[config.mk]
export PLATFORM = sky130hd
export DESIGN_NAME = sts_pkt_framer
export DESIGN_NICKNAME = d
export VERILOG_FILES = /design/src/rtl/sts_pkt_framer.sv
export SDC_FILE = /design/constraint.sdc
export NUM_CORES = 1
export LEC_CHECK = 0
export CAP_MARGIN = 5
export CORE_MARGIN = 5
export CORE_UTILIZATION = 53
export CTS_CLUSTER_DIAMETER = 200
export DETAILED_ROUTE_END_ITERATION = 12
export PLACE_DENSITY = 0.8
export SKIP_LAST_GASP = 1
export SLEW_MARGIN = 20
export SYNTH_ARGS = -nofsm -noshare
export SYNTH_HDL_FRONTEND = slang
export SYNTH_SLANG_ARGS = --single-unit
[constraint.sdc]
create_clock -name clk -period 2.6 [get_ports clk]
set_clock_uncertainty 0.15 [all_clocks]
set_input_delay 0.52 -clock clk [delete_from_list [all_inputs] [get_ports clk]]
set_output_delay 0.52 -clock clk [all_outputs]
set_load 0.01 [all_outputs]
[src/rtl/sts_pkt_framer.sv]
// -----------------------------------------------------------------------------
// sts_pkt_framer
//   Framing stage behind the 32->16 bit ST width converter. Each incoming
//   Avalon-ST packet is re-emitted as:
//     header  {HDR_TAG, seq}         (sop)
//     payload (zero-latency pass-through, no bubbles)
//     trailer {empty, beat_count}    (eop unless checksum is compiled in)
//     sum     16-bit payload sum     (eop, only with STS_FRAMER_CHECKSUM_EN)
//   Beats that arrive outside a packet are accepted and counted as drops.
//
// Build option: define STS_FRAMER_CHECKSUM_EN to add the checksum beat.
//
// Ports
//   clk, rst_n               clock, asynchronous active-low reset
//   data_in_*                16-bit Avalon-ST sink (ready latency 0)
//   data_out_*               16-bit Avalon-ST source (ready latency 0)
//   drop_cnt                 saturating count of beats discarded in IDLE
// -----------------------------------------------------------------------------
module sts_pkt_framer #(
    parameter logic [7:0] HDR_TAG  = 8'hA5,
    parameter logic [7:0] SEQ_INIT = 8'h00
) (
    input  logic        clk,
    input  logic        rst_n,
    input  logic [15:0] data_in_data,
    output logic        data_in_ready,
    input  logic        data_in_valid,
    input  logic        data_in_empty,
    input  logic        data_in_startofpacket,
    input  logic        data_in_endofpacket,
    output logic [15:0] data_out_data,
    output logic        data_out_empty,
    output logic        data_out_startofpacket,
    output logic        data_out_endofpacket,
    input  logic        data_out_ready,
    output logic        data_out_valid,
    output logic [7:0]  drop_cnt
);

    typedef enum logic [2:0] {
        S_IDLE,
        S_HDR,
        S_PAY,
`ifdef STS_FRAMER_CHECKSUM_EN
        S_SUM,
`endif
        S_TRL
    } state_t;

    function automatic logic [14:0] sat_inc15(input logic [14:0] v);
        return (v == 15'h7FFF) ? v : v + 15'd1;
    endfunction

    function automatic logic [7:0] sat_inc8(input logic [7:0] v);
        return (v == 8'hFF) ? v : v + 8'd1;
    endfunction

    state_t      state;
    logic [7:0]  seq;
    logic [14:0] cnt;
    logic [7:0]  drop_cnt_q;
    logic        run_p0;        // low during reset and for the first cycle after it
    logic [15:0] out_data_p0;   // registered source beat for HDR/TRL/SUM
    logic        vld_p0;
    logic        out_sop_p0;
    logic        out_eop_p0;
`ifdef STS_FRAMER_CHECKSUM_EN
    logic [15:0] sum;
`endif

    logic in_xfer;
    logic out_xfer;
    logic [14:0] cnt_nxt;

    // Source side: payload is passed straight through, framing beats come from registers.
    always_comb begin
        data_out_data          = out_data_p0;
        data_out_valid         = vld_p0;
        data_out_startofpacket = out_sop_p0;
        data_out_endofpacket   = out_eop_p0;
        data_out_empty         = 1'b0;
        data_in_ready          = 1'b0;
        case (state)
            S_IDLE: data_in_ready = run_p0 & ~(data_in_valid & data_in_startofpacket);
            S_PAY: begin
                data_out_data          = data_in_data;
                data_out_valid         = data_in_valid;
                data_out_startofpacket = 1'b0;
                data_out_endofpacket   = 1'b0;
                data_in_ready          = data_out_ready;
            end
            default: data_in_ready = 1'b0;
        endcase
    end

    assign in_xfer  = data_in_valid & data_in_ready;
    assign out_xfer = data_out_valid & data_out_ready;
    assign cnt_nxt  = sat_inc15(cnt);
    assign drop_cnt = drop_cnt_q;

    // Frame FSM with registered framing beats
    always_ff @(posedge clk or negedge rst_n) begin
        if (!rst_n) begin
            state       <= S_IDLE;
            seq         <= SEQ_INIT;
            cnt         <= 15'd0;
            drop_cnt_q  <= 8'd0;
            run_p0      <= 1'b0;
            out_data_p0 <= 16'd0;
            vld_p0      <= 1'b0;
            out_sop_p0  <= 1'b0;
            out_eop_p0  <= 1'b0;
`ifdef STS_FRAMER_CHECKSUM_EN
            sum         <= 16'd0;
`endif
        end else begin
            run_p0 <= 1'b1;
            case (state)
                S_IDLE: begin
                    // sop beat is held on the sink until the header has gone out
                    if (run_p0 && data_in_valid && data_in_startofpacket) begin
                        state       <= S_HDR;
                        out_data_p0 <= {HDR_TAG, seq};
                        vld_p0      <= 1'b1;
                        out_sop_p0  <= 1'b1;
                        out_eop_p0  <= 1'b0;
                    end else if (in_xfer) begin
                        drop_cnt_q <= sat_inc8(drop_cnt_q);
                    end
                end
                S_HDR: begin
                    if (out_xfer) begin
                        state      <= S_PAY;
                        seq        <= seq + 8'd1;
                        cnt        <= 15'd0;
                        vld_p0     <= 1'b0;
                        out_sop_p0 <= 1'b0;
`ifdef STS_FRAMER_CHECKSUM_EN
                        sum        <= 16'd0;
`endif
                    end
                end
                S_PAY: begin
                    if (in_xfer) begin
                        cnt <= cnt_nxt;
`ifdef STS_FRAMER_CHECKSUM_EN
                        sum <= sum + data_in_data;
`endif
                        if (data_in_endofpacket) begin
                            state       <= S_TRL;
                            out_data_p0 <= {data_in_empty, cnt_nxt};
                            vld_p0      <= 1'b1;
`ifdef STS_FRAMER_CHECKSUM_EN
                            out_eop_p0  <= 1'b0;
`else
                            out_eop_p0  <= 1'b1;
`endif
                        end
                    end
                end
                S_TRL: begin
                    if (out_xfer) begin
`ifdef STS_FRAMER_CHECKSUM_EN
                        state       <= S_SUM;
                        out_data_p0 <= sum;
                        out_eop_p0  <= 1'b1;
`else
                        state      <= S_IDLE;
                        vld_p0     <= 1'b0;
                        out_eop_p0 <= 1'b0;
`endif
                    end
                end
`ifdef STS_FRAMER_CHECKSUM_EN
                S_SUM: begin
                    if (out_xfer) begin
                        state      <= S_IDLE;
                        vld_p0     <= 1'b0;
                        out_eop_p0 <= 1'b0;
                    end
                end
`endif
                default: state <= S_IDLE;
            endcase
        end
    end

endmodule
Yosys cells after proc, flatten, opt, wreduce, memory -nomap -nowiden
Index checks and enable logic that the tools add are counted.
- add/subtract/negate cells: 3
- equal/unequal tests: 11
- muxes and demuxes: 27
- bitwise operators: 7
- reductions and logical operators: 17
- operator list (operator ; number):
    $mux W16 ; 4
    $mux W15 ; 3
    $pmux W16 S2 ; 1
    $pmux W15 S2 ; 1
    $add A8 B1 Y8 const B ; 2
    $add A15 B1 Y15 const B ; 1
    $eq A15 B15 Y1 const B ; 1
    $mux W3 ; 5
    $reduce_and A5 Y1 ; 3
    $pmux W3 S4 ; 1
    $ne A2 B2 Y1 const B ; 5
    $eq A8 B8 Y1 const B ; 1
    $mux W1 ; 8
    $reduce_and A4 Y1 ; 2
    $eq A3 B2 Y1 const B ; 2
    $pmux W1 S3 ; 2
    $reduce_and A3 Y1 ; 2
    $reduce_bool A2 Y1 ; 3
    $reduce_bool A3 Y1 ; 2
    $and A1 B1 Y1 ; 4
    $pmux W1 S2 ; 2
    $eq A3 B1 Y1 const B ; 1
    $logic_not A3 Y1 ; 1
    $not A1 Y1 ; 3
    4 further kinds ; 5
- bits in registers: 54
- input port bits: 23
- output and inout bits: 29

Longest topological paths before layout
- depth after elaboration: 7
- gate-level depth with buffers: 9

Worst setup path after synthesis
OpenSTA, ideal clock, no wires.
- path type: register to output
- start point: register state[0]
- end point: output port data_out_data[10]
- data arrival time: 1559 ps
- required time: 1930 ps
- setup slack: 371 ps
- cell stages (with the launch flop): 6
- path buffers: 2
- path through: dfrtp_1 > inv_1 > ha_1 > buf_2 > clkbuf_1 > mux2_2
- longest elaborated chain between the ends: 2
- RTL lines (element ; line ; RTL):
    start: declaration ; 58 ; state_t state;
    start signal: assignment ; 104 ; state <= S_IDLE;
    start signal: assignment ; 122 ; state <= S_HDR;
    start signal: assignment ; 133 ; state <= S_PAY;
    $eq A3 B2 Y1 ; 83 ; case (state)
    $mux W16 ; 83 ;
    end: declaration ; 31 ; output logic [15:0] data_out_data,
Every way passes these cells.

Final worst setup path
- start point: register state[1]
- end point: output port data_out_endofpacket
- longest elaborated chain between the ends: 2
- RTL lines (element ; line ; RTL):
    $eq A3 B2 Y1 ; 83 ;
    $mux W1 ; 83 ;
    end: declaration ; 34 ; output logic data_out_endofpacket,
Every way passes these cells.

==> flow_summary_export.csv <==
group,metric,value,unit
timing,maxSlewHeadroom,58.2,%
yosys,syn_area,3070,sq um
power,combPwrFrac,52.7,%
critical_path,worstPathRequired,1930,ps
power,p_leak,1.65,nW
global_route,grt_pass1_vias,2660,
cts,clkSinkCount,53,
layout,seq_area,1330,sq um
cts,cts.htree.levels,2,
die,die_y,86.2,um
yosys,yosysTopAreaCell,"dfrtp_1",
critical_path,cp_num_buf_inv,2,
timing,whs,62.0,ps
cts,root_buffer,"clkbuf_8",
critical_path,arrival,1770,ps
timing,maxSlewViolCount,0,
power,pwr-share-seq,34.4,%
power,pwr-share-clk,12.9,%
layout,stdcell_count,451,
critical_path,reg2reg_from,"state[1]",
critical_path,crit_type,"reg -> out",
routing,met1_length,3.09,mm
timing,max_freq,410,MHz
die,die_x,86.2,um
cts,clk_pin_slew_worst_paths,90,ps
yosys,synth_seq_area_share,43.1,%
routing,top_layer,"met4",
placed_design,port_buffers,50,
timing,period_minus_slack,2440,ps
die,fp.coreArea,5570,sq um
yosys,synth_xor_area_share,4.56,%
critical_path,crit_path_cell_trace,"ha_4 -> buf_12 -> nor2b_1 -> clkdlybuf4s50_1",
cts,ctsHoldBuffers,0,
cts,clk_path_buf_depth,2,
timing,rsz0062_at_grt,"no",
critical_path,start_kind,"flip-flop",
yosys,yosys-mux-area-fraction,9.44,%
yosys,synth_cells,318,
yosys,synth-async-reset-ratio,100,%
timing,finalHoldViolCount,0,
power,swShare,39.3,%
timing,min_period_over_period,93.8,%
power,p_int,2.16,mW
routing,route.detailed.wl_per_inst,16.3,um
die,rows,27,
placed_design,hpwlAfterDp,5.47,mm
layout,multi_input_area,1650,sq um
critical_path,crit_start,"state[1]",
yosys,synth_top_family_by_area,"simple AND/OR/NAND/NOR gates",
yosys,yosysTopAreaCellShare,43.1,%
routing,drt_first_iter_violations,110,
global_route,gr-total-overflow,0,
cts,cts_tree,"built",
yosys,synthAdderAreaFrac,2.85,%
run_status,outcome,"finished clean",
die,start_util,55.2,%
critical_path,slowest_delay,550,ps
layout,drive_gt1_share,16.9,%
power,ir_worst_vdd,0.715,mV
yosys,synth_compound_area_share,16.7,%
yosys,ys_warn_count,0,
routing,via_count,2643,
layout,area_growth,25.0,%
power,switching_power,1.40,mW
placed_design,gp_congestion,0.913,
critical_path,worst-path-max-fanout,19,
critical_path,crit_slowest_cell,"clkdlybuf4s50_1",
critical_path,crit_path_end_kind,"primary output",
global_route,grt_pass1_wl,12.5,mm
yosys,avgSynthCellArea,9.67,sq um
layout,nets,408,
timing,setup-tns-final,0,ps
worst_hold_path,min_path_type,"in -> async",
critical_path,path_delay_family,"buffers and inverters",
yosys,synthTopCellsByArea,"dfrtp_1, mux2_2, nand2_1",
yosys,synth_edf_count,0,
timing,setup_viol,0,
routing,detail_route.wirelength,7.35,mm
yosys,synthSimpleGateAreaFrac,19.2,%
timing,worst-slew-pin-transition,627,ps
power,p_per_area,925,nW/um^2
layout,antennaDiodeCount,0,
yosys,synth_nets,348,
routing,wl_met2,3.84,mm
yosys,synth_flop_cell,"dfrtp_1",
routing,vias_per_cell,5.86,
placed_design,placed_cells,441,
routing,ant_nets,0,
die,io_pins,52,
layout,nFillCells,451,
yosys,ys_types,56,
yosys,yosys_register_bits,53,
routing,dr.pass1.iters,4,
routing,drc,0,
die,dieArea,7420,sq um
cts,cts_buffers,5,
global_route,antenna_found_initial,0,
run,cap_violations,0,
routing,wl_met3,314,um
global_route,track_usage,21.1,%
cts,insertion_delay,310,ps
global_route,grt_max_degree,29,
-- cell families (layout without fill, tap and decap cells) --
| family | Yosys count | count (layout) |
|---|---|---|
| compound gates | 79 | 79 |
| xor+xnor | 16 | 16 |
| fa+ha+maj | 7 | 7 |
| buf+inv | 25 | 86 |
| flops | 53 | 53 |
| mux | 26 | 26 |
| other cells | 2 | 2 |
| simple gates | 110 | 110 |
-- Yosys cell counts, types with 2 or more instances --
cell type and instances:
o22a_1 2, o31ai_1 4, xor2_1 3, o21ai_1 2, a21o_1 2, buf_2 6, nand4_1 9, buf_4 2
o211ai_1 4, and2_1 4, nor2b_1 5, and3_1 9, or3_1 4, a22o_1 3, nand3_1 6, a31o_2 2
mux2i_1 5, a41oi_1 2, nor2_1 17, xnor2_1 13, o21ai_0 22, a31oi_1 5, conb_1 2, inv_1 7
mux2_2 20, nor3_1 7, dfrtp_1 53, a21oi_1 20, a311oi_2 2, ha_1 7, nand2_1 34, o211a_1 2
clkbuf_1 7, and4_1 2, clkbuf_2 2, nor4_1 2
-- power groups by stage --
| stage | logic [mW] | registers (mW) | clock network, mW |
|---|---|---|---|
| floorplan | 1.15 | 1.17 | 0 |
| global placement | 1.87 | 1.23 | 0 |
| detailed placement | 1.93 | 1.23 | 0 |
| CTS | 1.88 | 1.22 | 0.470 |
| global route | 2.06 | 1.26 | 0.518 |
| finish | 1.87 | 1.22 | 0.457 |
-- final cells by class --
type                       instances  share of cell area [%]
sequential                        53                    34.5
inverter                           7                   0.684
tap                               72                    2.34
timing repair buffer              71                    17.5
clock inverter                     2                   0.261
multi-input combinational        240                    42.8
clock buffer                       6                    1.89
-- layout by cell type (no fill, tap or decap), types with 3 or more instances in the layout --
cell	synthesis	layout
nand2_1	34	34
clkdlybuf4s50_1	0	31
dlygate4sd2_1	0	17
a21oi_1	20	20
o211ai_1	4	4
inv_1	7	6
nand4_1	9	9
or3_1	4	4
xor2_1	3	3
a22o_1	3	3
mux2i_1	5	4
nor2b_1	5	5
clkbuf_8	0	5
and3_1	9	9
nand3_1	6	6
nor2_1	17	17
o31ai_1	4	4
and2_1	4	4
xnor2_1	13	13
buf_12	0	3
o21ai_0	22	22
ha_1	7	6
mux2_2	20	20
a31oi_1	5	5
buf_4	2	18
dfrtp_1	53	53
nor3_1	7	7
-- worst reg2reg max path, cell delays in order (launching register included) --
cell	delay, ps
dfrtp_1	420
buf_4	160
inv_1	80
ha_1	200
and3b_1	300
o211ai_1	150
a21oi_1	280
buf_4	220
mux2_4	300
-- state kept, by name (all words and copies together), names as in the netlist --
signal and cells:
run_p0 1, cnt 15, out_eop_p0 1, vld_p0 1, out_data_p0 16, out_sop_p0 1, seq 8, state 2
drop_cnt 8
-- worst paths after layout --
path	end	slack [ps]	depth (start not counted)
worst max-delay path	data_out_endofpacket	160	4
worst min-delay path	state[1]	60	1
worst max register to register	out_data_p0[1]	240	8
worst min register to register	out_data_p0[11]	340	2
max in group asynchronous	out_data_p0[8]	1660	2
min in group clk	out_data_p0[11]	340	2
-- per-stage QoR --
| stage | power, mW | util (%) | cell area, sq um | setup slack [ps] |
|---|---|---|---|---|
| floorplan | 2.32 | - | 3070 | 371 |
| global placement | 3.09 | 67.2 | 3750 | 48.5 |
| detailed placement | 3.16 | 67.2 | 3750 | 38.4 |
| CTS | 3.57 | 68.8 | 3840 | 24.5 |
| global route | 3.83 | 68.9 | 3840 | 55.1 |
| finish | 3.55 | 68.9 | 3840 | 161 |
-- layer usage --
| layer | GRT usage, % | up-vias |
|---|---|---|
| met5 | 0 | - |
| met4 | 5.47 | 0 |
| met3 | 4.32 | 11 |
| met2 | 36.4 | 63 |
| met1 | 27.0 | 1294 |
| li1 | - | 1275 |
-- what timing repair did --
action                                 in CTS  in global routing
setup endpoints to repair                  20                  1
setup buffers                               2                  0
pin swaps                                   0                  0
endpoints found under the hold margin       0                  0
resized for setup                          20                  2
Power figures use the tool's default switching activity.
